**config.mk**
```make
export PLATFORM = sky130hd
export DESIGN_NAME = attack_resolver
export DESIGN_NICKNAME = d
export VERILOG_FILES = /design/src/rtl/attack_pkg.sv /design/src/rtl/lfsr_gen.sv /design/src/rtl/attack_resolver.sv
export SDC_FILE = /design/constraint.sdc
export NUM_CORES = 1
export LEC_CHECK = 0
export BUFFER_PORTS_ARGS = -buffer_cell sky130_fd_sc_hd__buf_2
export CORE_ASPECT_RATIO = 1.25
export CORE_MARGIN = 2
export CORE_UTILIZATION = 35
export CTS_BUF_LIST = sky130_fd_sc_hd__clkbuf_2
export CTS_CLUSTER_DIAMETER = 50
export DETAILED_ROUTE_END_ITERATION = 6
export PLACE_DENSITY = 0.57
export SLEW_MARGIN = 20
export SYNTH_ARGS = -nofsm -noshare
export SYNTH_HDL_FRONTEND = slang
export SYNTH_SLANG_ARGS = --single-unit
```
**constraint.sdc**
```tcl
create_clock -name i_clk -period 3.8 [get_ports i_clk]
set_input_delay 0.76 -clock i_clk [delete_from_list [all_inputs] [get_ports i_clk]]
set_output_delay 0.76 -clock i_clk [all_outputs]
set_load 0.03 [all_outputs]
```
**src/rtl/attack_pkg.sv**
```systemverilog
// Shared encodings and default thresholds for the combat hit-outcome resolver.
package attack_pkg;

  // Attack type as issued by the turn controller.
  typedef enum logic [1:0] {
    TYPE_STANDBY  = 2'b00,
    TYPE_LIGHT    = 2'b01,
    TYPE_HEAVY    = 2'b10,
    TYPE_RESERVED = 2'b11
  } atk_type_t;

  // Outcome reported to the damage/HP logic.
  typedef enum logic [1:0] {
    RES_NO_HIT   = 2'b00,
    RES_CRITICAL = 2'b01,
    RES_NORMAL   = 2'b10,
    RES_MISS     = 2'b11
  } result_t;

  // Request sequencing states.
  typedef enum logic [1:0] {
    FSM_IDLE    = 2'b00,
    FSM_ROLL    = 2'b01,
    FSM_RESOLVE = 2'b10
  } fsm_t;

  // Bit positions inside the 3-bit threshold table selector.
  localparam int CFG_SEL_MISS   = 0;  // 0 crit_max, 1 miss_min
  localparam int CFG_SEL_HEAVY  = 1;  // 0 LIGHT, 1 HEAVY
  localparam int CFG_SEL_PLAYER = 2;  // 0 CPU, 1 player

  // Default thresholds at 8-bit roll resolution.
  localparam logic [7:0] DEF_CPU_LIGHT_CRIT = 8'd51;
  localparam logic [7:0] DEF_CPU_LIGHT_MISS = 8'd242;
  localparam logic [7:0] DEF_CPU_HEAVY_CRIT = 8'd76;
  localparam logic [7:0] DEF_CPU_HEAVY_MISS = 8'd206;
  localparam logic [7:0] DEF_PL_LIGHT_CRIT  = 8'd76;
  localparam logic [7:0] DEF_PL_LIGHT_MISS  = 8'd154;
  localparam logic [7:0] DEF_PL_HEAVY_CRIT  = 8'd24;
  localparam logic [7:0] DEF_PL_HEAVY_MISS  = 8'd242;

  // Default 8-bit threshold for a table selector.
  function automatic logic [7:0] default_threshold(input logic [2:0] sel);
    logic [7:0] v;
    case (sel)
      3'd0:    v = DEF_CPU_LIGHT_CRIT;
      3'd1:    v = DEF_CPU_LIGHT_MISS;
      3'd2:    v = DEF_CPU_HEAVY_CRIT;
      3'd3:    v = DEF_CPU_HEAVY_MISS;
      3'd4:    v = DEF_PL_LIGHT_CRIT;
      3'd5:    v = DEF_PL_LIGHT_MISS;
      3'd6:    v = DEF_PL_HEAVY_CRIT;
      default: v = DEF_PL_HEAVY_MISS;
    endcase
    return v;
  endfunction

endpackage

```
**src/rtl/lfsr_gen.sv**
```systemverilog
// Free-running Fibonacci XNOR LFSR; all-ones is the lockup state, so SEED must avoid it.
module lfsr_gen #(
  parameter int             W    = 8,
  parameter logic [W-1:0]   TAPS = 8'hB8,
  parameter logic [W-1:0]   SEED = '0
) (
  input  logic         i_clk,
  input  logic         i_reset,
  output logic [W-1:0] o_value
);

  logic [W-1:0] r_lfsr;

  // Shift one step every cycle out of reset; feedback is the XNOR of the tapped bits.
  always_ff @(posedge i_clk) begin
    // NOTE: state registers use non-blocking assignment so every flop samples pre-edge values.
    if (i_reset) r_lfsr <= SEED;
    else         r_lfsr <= {r_lfsr[W-2:0], ~^(r_lfsr & TAPS)};
  end

  assign o_value = r_lfsr;

endmodule

```
**src/rtl/attack_resolver.sv**
```systemverilog
// Resolves attack requests into CRITICAL/NORMAL/MISS/NO_HIT using an LFSR roll,
// a programmable threshold table and a per-attacker miss-streak limiter.
module attack_resolver
  import attack_pkg::*;
#(
  parameter int                  LFSR_W     = 8,
  parameter logic [LFSR_W-1:0]   TAPS       = 8'hB8,
  parameter logic [LFSR_W-1:0]   SEED       = '0,
  parameter int                  MISS_LIMIT = 3
) (
  input  logic              i_clk,
  input  logic              i_reset,
  input  logic              i_req,
  input  logic [1:0]        i_type,
  input  logic              i_isPlayer,
  input  logic              i_cfg_we,
  input  logic [2:0]        i_cfg_sel,
  input  logic [LFSR_W-1:0] i_cfg_data,
  output logic              o_busy,
  output logic              o_valid,
  output logic [1:0]        o_state,
  output logic [LFSR_W-1:0] o_roll
);

  // A limit of 0 still needs a 1-bit counter to keep the declarations legal.
  localparam int PITY_W = (MISS_LIMIT < 1) ? 1 : $clog2(MISS_LIMIT + 1);

  logic [LFSR_W-1:0] w_lfsr;
  fsm_t              r_fsm;
  atk_type_t         r_type;
  logic              r_is_player;
  logic              r_busy;
  logic              r_valid;
  result_t           r_state;
  logic [LFSR_W-1:0] r_roll;
  logic [LFSR_W-1:0] r_table [8];
  logic [PITY_W-1:0] r_pity  [2];

  logic [2:0]        w_crit_idx;
  logic [2:0]        w_miss_idx;
  logic [PITY_W-1:0] w_pity_cur;
  logic [PITY_W-1:0] w_pity_next;
  result_t           w_result;

  lfsr_gen #(
    .W    (LFSR_W),
    .TAPS (TAPS),
    .SEED (SEED)
  ) u_lfsr (
    .i_clk   (i_clk),
    .i_reset (i_reset),
    .o_value (w_lfsr)
  );

  // Threshold table: defaults on reset, single-entry writes otherwise.
  always_ff @(posedge i_clk) begin
    // NOTE: this table is reset on purpose -- its defaults are part of the game rules;
    // a plain storage RAM would be left unreset.
    if (i_reset) begin
      for (int i = 0; i < 8; i++)
        r_table[i] <= LFSR_W'(default_threshold(3'(i))) << (LFSR_W - 8);
    end else if (i_cfg_we) begin
      r_table[i_cfg_sel] <= i_cfg_data;
    end
  end

  // Classify the captured roll and work out the pity counter's next value.
  always_comb begin
    // NOTE: every output gets a default first so no path can infer a latch.
    w_crit_idx                 = '0;
    w_crit_idx[CFG_SEL_PLAYER] = r_is_player;
    w_crit_idx[CFG_SEL_HEAVY]  = (r_type == TYPE_HEAVY);
    w_miss_idx                 = w_crit_idx;
    w_miss_idx[CFG_SEL_MISS]   = 1'b1;
    w_pity_cur                 = r_pity[r_is_player];
    w_pity_next                = w_pity_cur;
    w_result                   = RES_NO_HIT;

    if (r_type == TYPE_LIGHT || r_type == TYPE_HEAVY) begin
      if (r_roll <= r_table[w_crit_idx]) begin
        // Crit wins even if the table has miss_min <= crit_max.
        w_result    = RES_CRITICAL;
        w_pity_next = '0;
      end else if (r_roll >= r_table[w_miss_idx]) begin
        if (MISS_LIMIT != 0 && w_pity_cur == PITY_W'(MISS_LIMIT)) begin
          w_result    = RES_NORMAL;
          w_pity_next = '0;
        end else begin
          w_result    = RES_MISS;
          w_pity_next = w_pity_cur + 1'b1;
        end
      end else begin
        w_result    = RES_NORMAL;
        w_pity_next = '0;
      end
    end
  end

  // Request sequencer: capture, roll, resolve; all outputs are registered here.
  always_ff @(posedge i_clk) begin
    if (i_reset) begin
      r_fsm       <= FSM_IDLE;
      r_type      <= TYPE_STANDBY;
      r_is_player <= 1'b0;
      r_busy      <= 1'b0;
      r_valid     <= 1'b0;
      r_state     <= RES_NO_HIT;
      r_roll      <= '0;
      r_pity[0]   <= '0;
      r_pity[1]   <= '0;
    end else begin
      r_valid <= 1'b0;
      case (r_fsm)
        FSM_IDLE: begin
          if (i_req) begin
            r_type      <= atk_type_t'(i_type);
            r_is_player <= i_isPlayer;
            r_busy      <= 1'b1;
            r_fsm       <= FSM_ROLL;
          end
        end
        FSM_ROLL: begin
          r_roll <= w_lfsr;
          r_fsm  <= FSM_RESOLVE;
        end
        FSM_RESOLVE: begin
          r_state             <= w_result;
          r_valid             <= 1'b1;
          r_busy              <= 1'b0;
          r_pity[r_is_player] <= w_pity_next;
          r_fsm               <= FSM_IDLE;
        end
        default: r_fsm <= FSM_IDLE;
      endcase
    end
  end

  assign o_busy  = r_busy;
  assign o_valid = r_valid;
  assign o_state = r_state;
  assign o_roll  = r_roll;

endmodule

```
==> summary by stage <==
Worst setup path
The setup path with the least slack is of type flop to flop. STA classifies the critical path endpoint as a flop. The maximum fanout count along the critical path is 12. For the worst setup path, the data required time is 4.25 ns.

The worst setup path is launched from a flop. Measured in cells, the most critical reg-to-reg path has a length of 8. The signal arrival time at the worst endpoint is 3.32 ns.

Cells and area
The final non-filler cell total is 553. The final design instance area without fill is 0.00486 mm^2. The number of antenna diodes in the final layout is 0. Across the whole layout, storage elements account for around 0.0026 mm^2. In the final layout, the multi-input gates occupy between 0.0015 and 0.002 mm^2. The area growth from synthesis to layout is 10.7%. The filler cells instantiated in the layout total 1,188.

Cells fill 39.8% of the core in the end. The net count of the finished layout is 420. The fraction of layout cells with a size suffix above 1 is 21.1%.

CTS
The clock latency at the later pin of the worst-skew pair is 0.59 ns. Counting along the longest clock path gives a buffer depth of 2. The cell at the root of the clock tree is clkbuf_2. The number of hold buffers added after CTS was 0.

After clock tree synthesis, the setup repair step added 0 buffers. In this run the number of H-tree levels came out at 3. The sink count of the clock tree is 94. The clock-pin transition on the worst setup and hold timing paths is 0.26 ns. The post-cts gate resize count is 0. Buffers inserted during clock tree synthesis total 9.

The clock tree from TritonCTS is yes.

GRT
Across every metal layer, demand over resource in global routing totals about 15%. The first-pass GRT wire length is ~15,000 um. Entering global routing, the biggest net connects 29 pins. The number of antenna violations at the first check in global routing is 0. The total overflow left after global routing is 0. The via count of the first global-routing pass is 2,860.

Run status
The run finished with clean final reports.

Timing
In this run the tightest slew margin relative to its limit is 51.9%. The final count of pins violating max slew is 0. The number of hold violations in the final report is 0. The worst path uses 75.7% of the clock period. Setup violations remaining at the end of the flow were counted as 0. At the pin with the least slew margin, the transition time is about 0.72 ns. The final clock skew is 0.0337 ns. Summed over all failing endpoints, the final setup total negative slack is 0 ns. For this run, the top clock speed supported by timing is approximately 350 MHz.

Subtracting the final worst setup slack from the clock period gives 2.88 ns. Setup repair after global routing left no endpoint under its margin. The worst hold margin is roughly 0.38 ns.

Placed design
The instance area after placement is ~0.0048 mm^2. The half-perimeter wire length after placement is 6960 um. The congestion estimate from routability-driven global placement came to slightly above 0.8.

The count of placed standard cells including taps is between 500 and 600. Port buffering added 29 buffers.

Route
The per-cell routed wire length is 16.8 um. The final routed DRC violation total is 0. Using the TritonRoute via totals, the vias-per-cell ratio works out to 4.90. The count of routing violations after the opening detailed-route iteration is between 100 and 150. Before antenna repair, the detailed router went through 4 iterations. The final route contains 2,709 vias.

The routed wire length is a little over 9000 um. The remaining antenna violation count after routing is 0.

Die
The total die area is 0.0135 mm^2. The standard cell core area is 0.0122 mm^2. For this design the top-level I/O count stands at 30.

From bottom edge to top edge, the die measures 129 um. The die width is 104 um. The effective utilization at floorplan is 35.9%.

The initialized floorplan defines 45 standard-cell rows.

Yosys
In the synthesized netlist the dominant register cell turns out to be edfxtp_1. The dominant cell type by area after synthesis is edfxtp_1. Sorting the synthesized cells by area gives the leading types as edfxtp_1 47%, dfxtp_1 12%, mux4_2 8.2%. The proportion of synthesized flip-flops having asynchronous set or reset is 0%. For this run, the register share of the synthesized area comes to between 50% and 60%. For this run, the number of Yosys warnings is 0. After synthesis, the mean cell area works out to 12.6 um^2. Among all cell types in the netlist, the one instantiated most often is edfxtp_1.

In this run the biggest area consumer among cell types represents 46.5% of the synthesized area. By count the netlist is led by 68 x edfxtp_1, 34 x and2_1, 26 x dfxtp_1, 26 x nand2_1, 24 x or3_1. Synthesis produced 347 cells. The number of nets in the synthesized netlist is 383. The post-synthesis cell type count is 41.

Yosys mapped a number of flops with a built-in enable equal to 68. The flop and latch count out of synthesis is 94. The synthesized area is 0.00439 mm^2.

Power
The power per unit of standard cell area is 380 mW/mm^2. The static leakage power is 1.79 nW. The worst ir drop on vdd is about 0.12 mV.

Flow run
The max-cap violation count is 0.

Worst hold path
The worst hold path passes through 3 cells. The type of the worst min-delay path is input port to flop.
[path summary, 6_finish.rpt]
kind	start	end	slack [ns]
worst max register to register	r_is_player	r_pity[1][0]	0.92
worst min register to register	o_state[1]	o_state[1]	0.47
worst min-delay path	i_type[0]	r_type[0]	0.38
worst max-delay path	r_is_player	r_pity[1][0]	0.92
[cell families (layout without fill, tap and decap cells)]
logic type / count (synthesis) / count (layout) / synth area share, %
AOI/OAI and AO/OA: 41 / 41 / 5.93
xor gates and xnor gates: 3 / 3 / 0.599
adders and majority gates: 18 / 18 / 5.13
buffers and inverters: 32 / 74 / 2.91
DFF: 94 / 94 / 58.4
muxes: 20 / 20 / 9.18
and+or+nand+nor: 139 / 139 / 17.8
[report_power, final]
group	switching, mW	leakage (nW)	internal (mW)
combinational	0.112	0.848	0.0902
clock	0.368	0.0661	0.0974
sequential	0.0253	0.880	1.15
total	0.505	1.79	1.34
[layout by cell type, fill, tap and decap left out, types with 2 or more instances in the layout]
cell type / instances
a211oi_1: 2
nand3_1: 3
a21o_1: 2
nand2b_1: 11
inv_1: 18
dfxtp_1: 26
or2_2: 2
clkinv_2: 2
o22ai_1: 5
mux2_2: 2
and2_1: 34
ha_1: 18
edfxtp_1: 68
mux2i_1: 2
nand4_1: 2
a21oi_1: 14
o21ai_0: 12
inv_8: 2
buf_4: 10
buf_2: 29
nor2b_1: 10
or3_1: 24
xnor2_1: 2
mux4_2: 16
nor3_2: 2
clkbuf_2: 9
nand2_1: 26
nor2_1: 17
nor3_1: 2
[per-stage QoR]
step / power, mW / setup slack [ns]
3_5_place_dp: 1.41 / 0.943
3_3_place_gp: 1.40 / 0.983
2_1_floorplan: 1.33 / 1.14
5_1_grt: 1.93 / 0.701
6_report: 1.85 / 0.925
4_1_cts: 1.87 / 0.890
[layout make-up]
cell class | instances | share of cell area (%)
multi-input cells | 221 | 34.9
repair buffers | 39 | 4.53
well taps | 164 | 4.22
flip-flops and latches | 94 | 52.7
clock inverters | 7 | 1.18
clock buffers | 9 | 0.927
inverters | 19 | 1.47
[sequential cells by signal, summed over array words and instances, names as in the netlist, named ones only]
register and flops:
r_type 2, o_roll 8, o_state 2, o_valid 1
r_table 64, r_fsm 2, o_busy 1, u_lfsr.o_value 8
r_pity 4, r_is_player 1
[critical path, cell delays in order, from the launching register on]
cell      delay [ns]
dfxtp_1         0.80
buf_4           0.30
mux4_2          0.52
ha_1            0.19
nor2b_1         0.11
o211ai_1        0.09
a211oi_1        0.38
o21ai_0         0.19
o22ai_1         0.17
[routing by layer]
layer,up-vias,part of all wire [%],GRT usage (%)
li1,1326,-,-
met1,1320,45,18.4
met2,46,49,25.3
met3,17,2.7,2.31
met4,0,3.1,8.03
met5,-,0,0
Power figures use the tool's default switching activity.
